File: src/rtl/bit_serial_alu_ctrl_if.sv
// Request/response bundle between a host and the bit-serial ALU controller.
// The host drives the operation request; the controller returns status and the latched result.
interface bit_serial_alu_ctrl_if;
  logic        start;
  logic [3:0]  alu_op;
  logic [31:0] src_a;
  logic [31:0] src_b;
  logic        busy;
  logic        done;
  logic [31:0] result;
  logic        zero;
  logic        overflow;

  modport master (
    output start, alu_op, src_a, src_b,
    input  busy, done, result, zero, overflow
  );

  modport slave (
    input  start, alu_op, src_a, src_b,
    output busy, done, result, zero, overflow
  );
endinterface

File: src/rtl/bit_serial_alu_ctrl.sv
// Controller that runs a 32-bit ALU operation through an external 1-bit ALU slice,
// one bit per cycle (LSB first), then fixes up SLT and the status flags.
module bit_serial_alu_ctrl (
  input  logic                        clk,
  input  logic                        rst_n,
  bit_serial_alu_ctrl_if.slave        bus,
  output logic                        slice_a,
  output logic                        slice_b,
  output logic                        slice_less,
  output logic                        slice_a_invert,
  output logic                        slice_b_invert,
  output logic                        slice_carry_in,
  output logic [1:0]                  slice_operation,
  input  logic                        slice_result,
  input  logic                        slice_carry_out
);

  localparam logic [3:0] OP_AND = 4'b0000;
  localparam logic [3:0] OP_OR  = 4'b0001;
  localparam logic [3:0] OP_ADD = 4'b0010;
  localparam logic [3:0] OP_SUB = 4'b0110;
  localparam logic [3:0] OP_SLT = 4'b0111;
  localparam logic [3:0] OP_NOR = 4'b1100;

  typedef enum logic [1:0] {
    ST_IDLE = 2'd0,
    ST_RUN  = 2'd1,
    ST_DONE = 2'd2
  } state_t;

  // Returns {supported, a_invert, b_invert, operation[1:0]}
  function automatic logic [4:0] op_decode(input logic [3:0] op);
    logic [4:0] d;
    case (op)
      OP_AND:  d = 5'b1_0_0_00;
      OP_OR:   d = 5'b1_0_0_01;
      OP_ADD:  d = 5'b1_0_0_10;
      OP_SUB:  d = 5'b1_0_1_10;
      OP_SLT:  d = 5'b1_0_1_10;
      OP_NOR:  d = 5'b1_1_1_00;
      default: d = 5'b0_0_0_00;
    endcase
    return d;
  endfunction

  function automatic logic op_b_invert(input logic [3:0] op);
    logic b;
    case (op)
      OP_SUB:  b = 1'b1;
      OP_SLT:  b = 1'b1;
      OP_NOR:  b = 1'b1;
      default: b = 1'b0;
    endcase
    return b;
  endfunction

  state_t      r_state;
  state_t      w_state_next;
  logic [3:0]  r_op;
  logic [31:0] r_a;
  logic [31:0] r_b;
  logic [31:0] r_shift;
  logic        r_carry;
  logic [4:0]  r_cnt;
  logic [31:0] r_result;
  logic        r_zero;
  logic        r_ovf;
  logic        r_busy;
  logic        r_done;

  logic [4:0]  w_dec;
  logic        w_run;
  logic        w_v;
  logic [31:0] w_shift_next;
  logic [31:0] w_final;
  logic        w_ovf_final;

  assign w_dec        = op_decode(r_op);
  assign w_run        = (r_state == ST_RUN);
  assign w_v          = r_carry ^ slice_carry_out;
  assign w_shift_next = {slice_result, r_shift[31:1]};

  // Slice drive is gated by RUN so the slice sees all zeros otherwise
  assign slice_a         = w_run & r_a[0];
  assign slice_b         = w_run & r_b[0];
  assign slice_less      = 1'b0;
  assign slice_a_invert  = w_run & w_dec[3];
  assign slice_b_invert  = w_run & w_dec[2];
  assign slice_carry_in  = w_run & r_carry;
  assign slice_operation = w_run ? w_dec[1:0] : 2'b00;

  assign bus.busy     = r_busy;
  assign bus.done     = r_done;
  assign bus.result   = r_result;
  assign bus.zero     = r_zero;
  assign bus.overflow = r_ovf;

  // Final result and overflow as captured on the last RUN cycle
  always_comb begin
    w_final     = 32'd0;
    w_ovf_final = 1'b0;
    if (w_dec[4] == 1'b0) begin
      w_final = 32'd0;
    end else if (r_op == OP_SLT) begin
      w_final = {31'd0, slice_result ^ w_v};
    end else begin
      w_final = w_shift_next;
    end
    if ((r_op == OP_ADD) || (r_op == OP_SUB)) begin
      w_ovf_final = w_v;
    end else begin
      w_ovf_final = 1'b0;
    end
  end

  // Next-state logic
  always_comb begin
    w_state_next = r_state;
    case (r_state)
      ST_IDLE: begin
        if (bus.start) begin
          w_state_next = ST_RUN;
        end else begin
          w_state_next = ST_IDLE;
        end
      end
      ST_RUN: begin
        if (r_cnt == 5'd31) begin
          w_state_next = ST_DONE;
        end else begin
          w_state_next = ST_RUN;
        end
      end
      ST_DONE: w_state_next = ST_IDLE;
      default: w_state_next = ST_IDLE;
    endcase
  end

  // State register with registered busy/done derived from the next state
  always_ff @(posedge clk) begin
    if (!rst_n) begin
      r_state <= ST_IDLE;
      r_busy  <= 1'b0;
      r_done  <= 1'b0;
    end else begin
      r_state <= w_state_next;
      r_busy  <= (w_state_next != ST_IDLE);
      r_done  <= (w_state_next == ST_DONE);
    end
  end

  // Operand capture, serial datapath and flag update
  always_ff @(posedge clk) begin
    if (!rst_n) begin
      r_op     <= 4'd0;
      r_a      <= 32'd0;
      r_b      <= 32'd0;
      r_shift  <= 32'd0;
      r_carry  <= 1'b0;
      r_cnt    <= 5'd0;
      r_result <= 32'd0;
      r_zero   <= 1'b0;
      r_ovf    <= 1'b0;
    end else begin
      case (r_state)
        ST_IDLE: begin
          if (bus.start) begin
            r_op    <= bus.alu_op;
            r_a     <= bus.src_a;
            r_b     <= bus.src_b;
            r_shift <= 32'd0;
            r_cnt   <= 5'd0;
            r_carry <= op_b_invert(bus.alu_op);
          end
        end
        ST_RUN: begin
          r_shift <= w_shift_next;
          r_a     <= {1'b0, r_a[31:1]};
          r_b     <= {1'b0, r_b[31:1]};
          r_carry <= slice_carry_out;
          r_cnt   <= r_cnt + 5'd1;
          if (r_cnt == 5'd31) begin
            r_result <= w_final;
            r_zero   <= (w_final == 32'd0);
            r_ovf    <= w_ovf_final;
          end
        end
        default: begin
        end
      endcase
    end
  end

endmodule

File: src/flat_wrapper.sv
// flat-port wrapper written by rule: the top's interface ports become plain ports
module bit_serial_alu_ctrl_flat 
  (clk, rst_n, slice_a, slice_b, slice_less, slice_a_invert, slice_b_invert, slice_carry_in, slice_operation, slice_result, slice_carry_out, bus_start, bus_alu_op, bus_src_a, bus_src_b, bus_busy, bus_done, bus_result, bus_zero, bus_overflow);
  bit_serial_alu_ctrl_if bus_i ();
  input  logic clk;
  input  logic rst_n;
  output logic slice_a;
  output logic slice_b;
  output logic slice_less;
  output logic slice_a_invert;
  output logic slice_b_invert;
  output logic slice_carry_in;
  output logic [1:0] slice_operation;
  input  logic slice_result;
  input  logic slice_carry_out;
  input wire logic [$bits(bus_i.start)-1:0] bus_start;
  input wire logic [$bits(bus_i.alu_op)-1:0] bus_alu_op;
  input wire logic [$bits(bus_i.src_a)-1:0] bus_src_a;
  input wire logic [$bits(bus_i.src_b)-1:0] bus_src_b;
  output wire logic [$bits(bus_i.busy)-1:0] bus_busy;
  output wire logic [$bits(bus_i.done)-1:0] bus_done;
  output wire logic [$bits(bus_i.result)-1:0] bus_result;
  output wire logic [$bits(bus_i.zero)-1:0] bus_zero;
  output wire logic [$bits(bus_i.overflow)-1:0] bus_overflow;
  assign bus_i.start = bus_start;
  assign bus_i.alu_op = bus_alu_op;
  assign bus_i.src_a = bus_src_a;
  assign bus_i.src_b = bus_src_b;
  assign bus_busy = bus_i.busy;
  assign bus_done = bus_i.done;
  assign bus_result = bus_i.result;
  assign bus_zero = bus_i.zero;
  assign bus_overflow = bus_i.overflow;
  bit_serial_alu_ctrl u_core (.clk(clk), .rst_n(rst_n), .bus(bus_i), .slice_a(slice_a), .slice_b(slice_b), .slice_less(slice_less), .slice_a_invert(slice_a_invert), .slice_b_invert(slice_b_invert), .slice_carry_in(slice_carry_in), .slice_operation(slice_operation), .slice_result(slice_result), .slice_carry_out(slice_carry_out));
endmodule
File: config.mk
export PLATFORM = sky130hd
export DESIGN_NAME = bit_serial_alu_ctrl_flat
export DESIGN_NICKNAME = d
export VERILOG_FILES = /design/src/rtl/bit_serial_alu_ctrl_if.sv /design/src/rtl/bit_serial_alu_ctrl.sv /design/src/flat_wrapper.sv
export SDC_FILE = /design/constraint.sdc
export NUM_CORES = 1
export LEC_CHECK = 0
export CAP_MARGIN = 0
export CORE_UTILIZATION = 52
export CTS_BUF_LIST = sky130_fd_sc_hd__clkbuf_16
export CTS_CLUSTER_DIAMETER = 60
export CTS_CLUSTER_SIZE = 24
export DETAILED_ROUTE_END_ITERATION = 6
export GPL_TIMING_DRIVEN = 0
export PLACE_DENSITY = 0.84
export SLEW_MARGIN = 0
export SYNTH_ARGS = -nofsm -noshare
export SYNTH_HDL_FRONTEND = slang
export SYNTH_SLANG_ARGS = --single-unit
File: constraint.sdc
create_clock -name clk -period 2.1 [get_ports clk]
set_clock_uncertainty 0.2 [all_clocks]
set_input_delay 0.315 -clock clk [delete_from_list [all_inputs] [get_ports clk]]
set_output_delay 0.315 -clock clk [all_outputs]
set_load 0.01 [all_outputs]
==> metrics.csv, run 1 <==
metric,value,unit
status,"finished, final reports clean",
sequential fraction of the synthesis area,47.69,%
# DRC,0,
Tot Pwr,6.797,mW
CP endpoint kind,output port,
main combinational cell family by area after synthesis,compound AO/OA/AOI/OAI gates,
Pwr Density,845.1,nW/um2
Post-Synthesis Cells,635,
WP data required,1.58,ns
Final period util,96.84,%
worst skew pair latency,0.43,ns
R2R setup slack,0.09,ns
final count of hold timing violations,0,
Placer Congestion,0.8092,
Worst Path Max Fanout,6,
TritonCTS clock tree,built,
main flop type after synthesis,dfxtp_1,
mux contribution to synthesized area,0.9170,%
Post-synth ARST share,0,%
met2 wire length,7.705,mm
initial antenna violation count,0,
fmax,491.8,MHz
dpl ws,-0.3636,ns
Die W,109.4,um
setup TNS,0,ns
All-Layer GR Usage,27.12,%
Pre-antenna DRT Iters,5,
Slew Limit Fails,0,
crit start category,flip-flop,
DR WL/cell,16.37,um
first-pass GRT wire length,25.10,mm
fin nets,850,
RR Startpoint,u_core.r_cnt[0]$_SDFFE_PN0P_,
Yosys Warn Count,0,
Cell variety after synth,45,
Top Layer Used,met4,
Num CTS Buffers,17,
Worst EP arrival,1.52,ns
vias in the first global route,5382,
post-synthesis cell area,6003,um2
Initial Utilization,54.42,%
# IOs,117,
fin crit period,2.034,ns
# clock sinks,143,
Synthesized Nets,710,
site row count,38,
htree depth,4,
static leakage,2.738,nW
# setup viols final,0,
die area,11980,um2
core footprint,11030,um2
Antenna diodes,0,
Max Root-Sink Buffers,2,
hold_buf cts,0,
Via density,5.800,
pin count of the biggest net entering global routing,17,
share of cells above drive strength 1,16.75,%
R2R depth,8,
R2R Path End,u_core.bus.result[1]$_SDFFE_PN0P_,
Min Hold Slack,0.2542,ns
Root Driver,clkbuf_16,
DRT iter0 DRCs,344,
Max rail drop VDD,0.0007331,V
DRT met1 WL,6.053,mm
final worst-path setup slack,0.06645,ns
syn avg cell area,9.454,um2
GRT Residual Overflow,0,
Worst Hold Class,flip-flop to flip-flop,
Critical Path Sink,slice_operation[0],
via count,5382,
# Max-Cap Violations,0,
Seq cells post-synth,143,
Synth Area in Adders,0.4168,%
"antenna viol nets, final",0,
number of flops mapped to enable cells by yosys,0,
simple-gate area share of the yosys netlist,16.01,%
Synth Area in Compound Gates,28.93,%
Worst Setup SP,u_core.r_op[2]$_SDFFE_PN0P_,
dpl hpwl,10.67,mm
Port-buffer cells,115,
XOR/XNOR Fraction of Synth Area,0.2918,%
critical path class,flip-flop to output port,
Layout area overhead,33.97,%
Routed WL,15.19,mm
chip height,109.4,um
met3 WL,1.141,mm
clock-pin slew on the worst setup and hold paths,0.06,ns
## metal layers
| layer | track usage [%] | vias to the layer above |
|---|---|---|
| met2 | 48.11 | 193 |
| met4 | 10.67 | 0 |
| met5 | 0 | - |
| li1 | - | 2604 |
| met1 | 30.03 | 2549 |
| met3 | 8.654 | 36 |
## where the power goes
group	switching, mW	leakage (nW)	internal (mW)	total, mW
sequential	0.0825	1.17	2.85	2.93
clock	1.16	0.281	1.97	3.14
combinational	0.370	1.29	0.357	0.726
total	1.62	2.74	5.18	6.80
## critical path, stage by stage (launching register included)
cell	delay, ns
dfxtp_1	0.37
nand2b_1	0.20
nor4_2	0.22
dlygate4sd2_1	0.29
## logic make-up (layout without fill, tap and decap cells)
kind of cell    after synthesis  in the layout
fa+ha+maj                     2              2
other cells                   1              1
compound gates              269            269
flops                       143            143
simple gates                151            151
buf+inv                      62            215
xor+xnor                      2              2
mux                           5              5
## cells in the mapped netlist (all sizes together), types with 6 or more instances
| master | n | area, um2 |
|---|---|---|
| dfxtp | 143 | 2863 |
| o21ai | 67 | 346.6 |
| a21oi | 65 | 325.3 |
| o22ai | 62 | 387.9 |
| clkbuf | 43 | 161.4 |
| nor2b | 41 | 264.0 |
| nand2 | 40 | 150.1 |
| a22oi | 36 | 270.3 |
| a21boi | 32 | 345.3 |
| nand3 | 31 | 295.3 |
| buf | 17 | 172.7 |
| nor4 | 10 | 62.56 |
| nor2 | 7 | 26.28 |
| and2 | 6 | 40.04 |
## layout by cell type, fill, tap and decap left out, drive strengths merged, types with 2 or more instances in the layout
cell,synthesis,layout
dfxtp,143,143
clkdlybuf4s50,0,108
o21ai,67,67
a21oi,65,65
o22ai,62,62
clkbuf,43,59
nor2b,41,41
nand2,40,40
a22oi,36,36
a21boi,32,32
nand3,31,31
buf,17,25
nor4,10,10
nor2,7,7
clkinvlp,0,7
and2,6,6
and3,4,4
mux2i,4,4
bufinv,0,4
nand2b,4,4
clkinv,0,4
clkdlybuf4s15,0,4
nand4,3,3
inv,2,2
o21a,2,2
xnor2,2,2
ha,2,2
dlygate4sd2,0,2
nor3b,2,2
## what timing repair did
action / CTS / global route
setup buffers: 3 / 4
endpoints found under the setup margin: 34 / 38
pin swaps: 1 / 1
gates resized for setup: 26 / 5
## registers in the layout, summed over array words and instances, names as in the netlist, 2 cells and up
name and flops:
u_core.bus.result 32, u_core.r_a 32, u_core.r_b 32, u_core.r_cnt 5, u_core.r_op 4, u_core.r_shift 31, u_core.r_state 2
## area by class of cell
class / instances / area (um2)
inverters: 2 / 7.507
clock buffers: 17 / 425.4
repair buffers: 122 / 1199
multi-input cells: 430 / 2824
flip-flops and latches: 143 / 2865
fillers: 823 / 2988
well taps: 140 / 175.2
clock inverters: 15 / 195.2
plain buffers: 59 / 351.6
## through the flow
step | area (um2) | utilization, % | cells
floorplan | 6003 | - | 635
global route | 8043 | 72.91 | 928
detailed placement | 7330 | 66.45 | 890
finish | 8043 | 72.91 | 928
CTS | 8003 | 72.55 | 924
global placement | 7330 | 66.45 | 890
## worst min path at each step
stage / from / endpoint / slack, ns / depth (start not counted)
final: u_core.bus.result[19]$_SDFFE_PN0P_ / u_core.bus.result[19]$_SDFFE_PN0P_ / 0.25 / 2
after global routing: u_core.bus.result[6]$_SDFFE_PN0P_ / u_core.bus.result[6]$_SDFFE_PN0P_ / 0.28 / 2
after CTS: u_core.bus.result[24]$_SDFFE_PN0P_ / u_core.bus.result[24]$_SDFFE_PN0P_ / 0.26 / 2
after detailed placement: u_core.bus.result[24]$_SDFFE_PN0P_ / u_core.bus.result[24]$_SDFFE_PN0P_ / 0.25 / 2
after global placement: u_core.bus.result[17]$_SDFFE_PN0P_ / u_core.bus.result[17]$_SDFFE_PN0P_ / 0.25 / 2
after floorplan: u_core.r_shift[1]$_SDFFE_PN0P_ / u_core.bus.result[0]$_SDFFE_PN0P_ / 0.26 / 2
(Power assumes the default switching activity.)
==> run 2: changes to the inputs <==
==> constraint.sdc (replaced) <==
create_clock -name clk -period 2.05 [get_ports clk]
set_clock_uncertainty 0.2 [all_clocks]
set_input_delay 0.3075 -clock clk [delete_from_list [all_inputs] [get_ports clk]]
set_output_delay 0.3075 -clock clk [all_outputs]
set_load 0.01 [all_outputs]
==> metrics.csv, run 2 (synthesized netlist as in run 1, its figures left out) <==
metric,value,unit,change
Pre-antenna DRT Iters,5,,unchanged
dpl ws,-0.4061,ns,-0.04250 ns
Layout area overhead,33.74,%,
Worst Path Max Fanout,7,,+1
htree depth,4,,unchanged
fin crit period,1.975,ns,
clock-pin slew on the worst setup and hold paths,0.06,ns,about the same
site row count,38,,unchanged
# Max-Cap Violations,0,,unchanged
most frequent cells in the layout,"dfxtp_1, clkdlybuf4s50_1, a21oi_1, o21ai_0, o22ai_1",,
DR WL/cell,16.48,um,+0.70%
via count,5402,,+0.37%
Worst EP arrival,1.47,ns,-0.05 ns
final core utilization,72.79,%,-0.12 points
critical path class,flip-flop to output port,,
final count of hold timing violations,0,,unchanged
setup TNS,0,ns,unchanged
CP endpoint kind,output port,,
Antenna diodes,0,,unchanged
worst skew pair latency,0.43,ns,about the same
first-pass GRT wire length,25.14,mm,+0.16%
Min Hold Slack,0.2548,ns,+0.0005680 ns
# IOs,117,,unchanged
static leakage,2.738,nW,about the same
vias in the first global route,5389,,+0.13%
Routed WL,15.26,mm,+0.49%
final worst-path setup slack,0.07531,ns,+0.008863 ns
"antenna viol nets, final",0,,unchanged
Reg area,2870,um2,+0.17%
"Largest stage delay, worst path",0.38,ns,about the same
fin nets,848,,-0.24%
Via density,5.834,,+0.59%
# setup viols final,0,,unchanged
All-Layer GR Usage,27.14,%,about the same
Root Driver,clkbuf_16,,
WP data required,1.54,ns,-0.04 ns
initial antenna violation count,0,,unchanged
Port-buffer cells,115,,unchanged
Pwr Density,866.4,nW/um2,+2.5%
"most common cell after layout, fill and taps aside",dfxtp_1,,
fmax,506.4,MHz,
TritonCTS clock tree,built,,
Final period util,96.33,%,
Initial Utilization,54.42,%,unchanged
CP max-delay cell,dfxtp_2,,
CP bufs+invs,1,,unchanged
# clock sinks,143,,unchanged
Final Non-Filler Cells,926,,-0.22%
Slew Limit Fails,0,,unchanged
core footprint,11030,um2,unchanged
share of cells above drive strength 1,17.94,%,+1.2 points
hold_buf cts,0,,unchanged
die area,11980,um2,unchanged
Die W,109.4,um,unchanged
placed instance count,890,,unchanged
critical-path cell list,"nand2b_2, nor4_2, clkdlybuf4s15_2",,
# DRC,0,,unchanged
Worst Hold Class,flip-flop to flip-flop,,
Max rail drop VDD,0.0007529,V,+2.7%
fillers,825,,+0.24%
dpl hpwl,10.67,mm,unchanged
status,"finished, final reports clean",,
DRT iter0 DRCs,336,,-2.3%
Max Root-Sink Buffers,2,,unchanged
pin count of the biggest net entering global routing,17,,unchanged
crit start category,flip-flop,,
Placer Congestion,0.8092,,unchanged
chip height,109.4,um,unchanged
Multi-input gate area,2826,um2,about the same
Num CTS Buffers,17,,unchanged
"Largest delay share family, worst path",simple AND/OR/NAND/NOR gates,,
GRT Residual Overflow,0,,unchanged
-- run 2: changes by cell type in the layout (fill, tap and decap cells not counted), sizes merged --
cell | before | now
dlygate4sd2 | 2 | 1
clkbuf | 59 | 61
clkdlybuf4s15 | 4 | 1
-- run 2: path summary, 6_finish.rpt --
path | startpoint | endpoint | slack [ns] | cells after the start
max | u_core.r_state[1]$_SDFF_PN0_ | slice_operation[0] | 0.08 | 3
min | u_core.bus.result[19]$_SDFFE_PN0P_ | u_core.bus.result[19]$_SDFFE_PN0P_ | 0.25 | 2
max reg2reg | u_core.r_cnt[0]$_SDFFE_PN0P_ | u_core.bus.result[14]$_SDFFE_PN0P_ | 0.11 | 8
min reg2reg | u_core.bus.result[19]$_SDFFE_PN0P_ | u_core.bus.result[19]$_SDFFE_PN0P_ | 0.25 | 2
-- run 2: timing repair --
item,CTS,global route
gates resized for setup,33,17
endpoints found under the setup margin,38,39
setup buffers,4,1
pin swaps,1,1
-- run 2: final cells by class --
cell class / instances / area share [%]
well taps: 140 / 2.182
inverters: 2 / 0.09350
multi-input cells: 430 / 35.20
plain buffers: 59 / 4.504
repair buffers: 120 / 14.54
clock buffers: 17 / 5.298
clock inverters: 15 / 2.431
flip-flops and latches: 143 / 35.75
-- run 2: report_power, final --
group / total, mW / switching, mW / internal (mW)
sequential: 3.01 / 0.0859 / 2.92
combinational: 0.739 / 0.378 / 0.361
clock: 3.21 / 1.19 / 2.02
-- run 2: through the flow --
| step | instance area, um2 | power (mW) |
|---|---|---|
| 6_report | 8029 | 6.956 |
| 5_1_grt | 8029 | 7.216 |
| 4_1_cts | 8040 | 6.994 |
| 3_5_place_dp | 7330 | 3.768 |
| 3_3_place_gp | 7330 | 3.726 |
| 2_1_floorplan | 6003 | 3.476 |
-- run 2: routing by layer --
layer | GRT usage, % | vias up | part of all wire, %
met5 | 0 | - | 0
met4 | 10.38 | 0 | 1.4
met3 | 8.654 | 24 | 7.2
met2 | 48.20 | 208 | 51
met1 | 30.10 | 2568 | 40
li1 | - | 2602 | -
-- run 2: worst min-delay path, delay by kind of cell, from the launching register on --
kind | cells | cell delay, ns
AO/OA/AOI/OAI | 1 | 0.04
flip-flops | 1 | 0.30
AND/OR/NAND/NOR | 1 | 0.06
==> run 3: changes to the inputs <==
--- a/config.mk
+++ b/config.mk
@@ -13,7 +13,7 @@
 export DETAILED_ROUTE_END_ITERATION = 6
 export GPL_TIMING_DRIVEN = 0
 export PLACE_DENSITY = 0.84
-export SLEW_MARGIN = 0
+export SLEW_MARGIN = 20
 export SYNTH_ARGS = -nofsm -noshare
 export SYNTH_HDL_FRONTEND = slang
 export SYNTH_SLANG_ARGS = --single-unit
==> results of run 3 <==
Same layout as run 2: the final DEF is identical, and so are final timing and power.
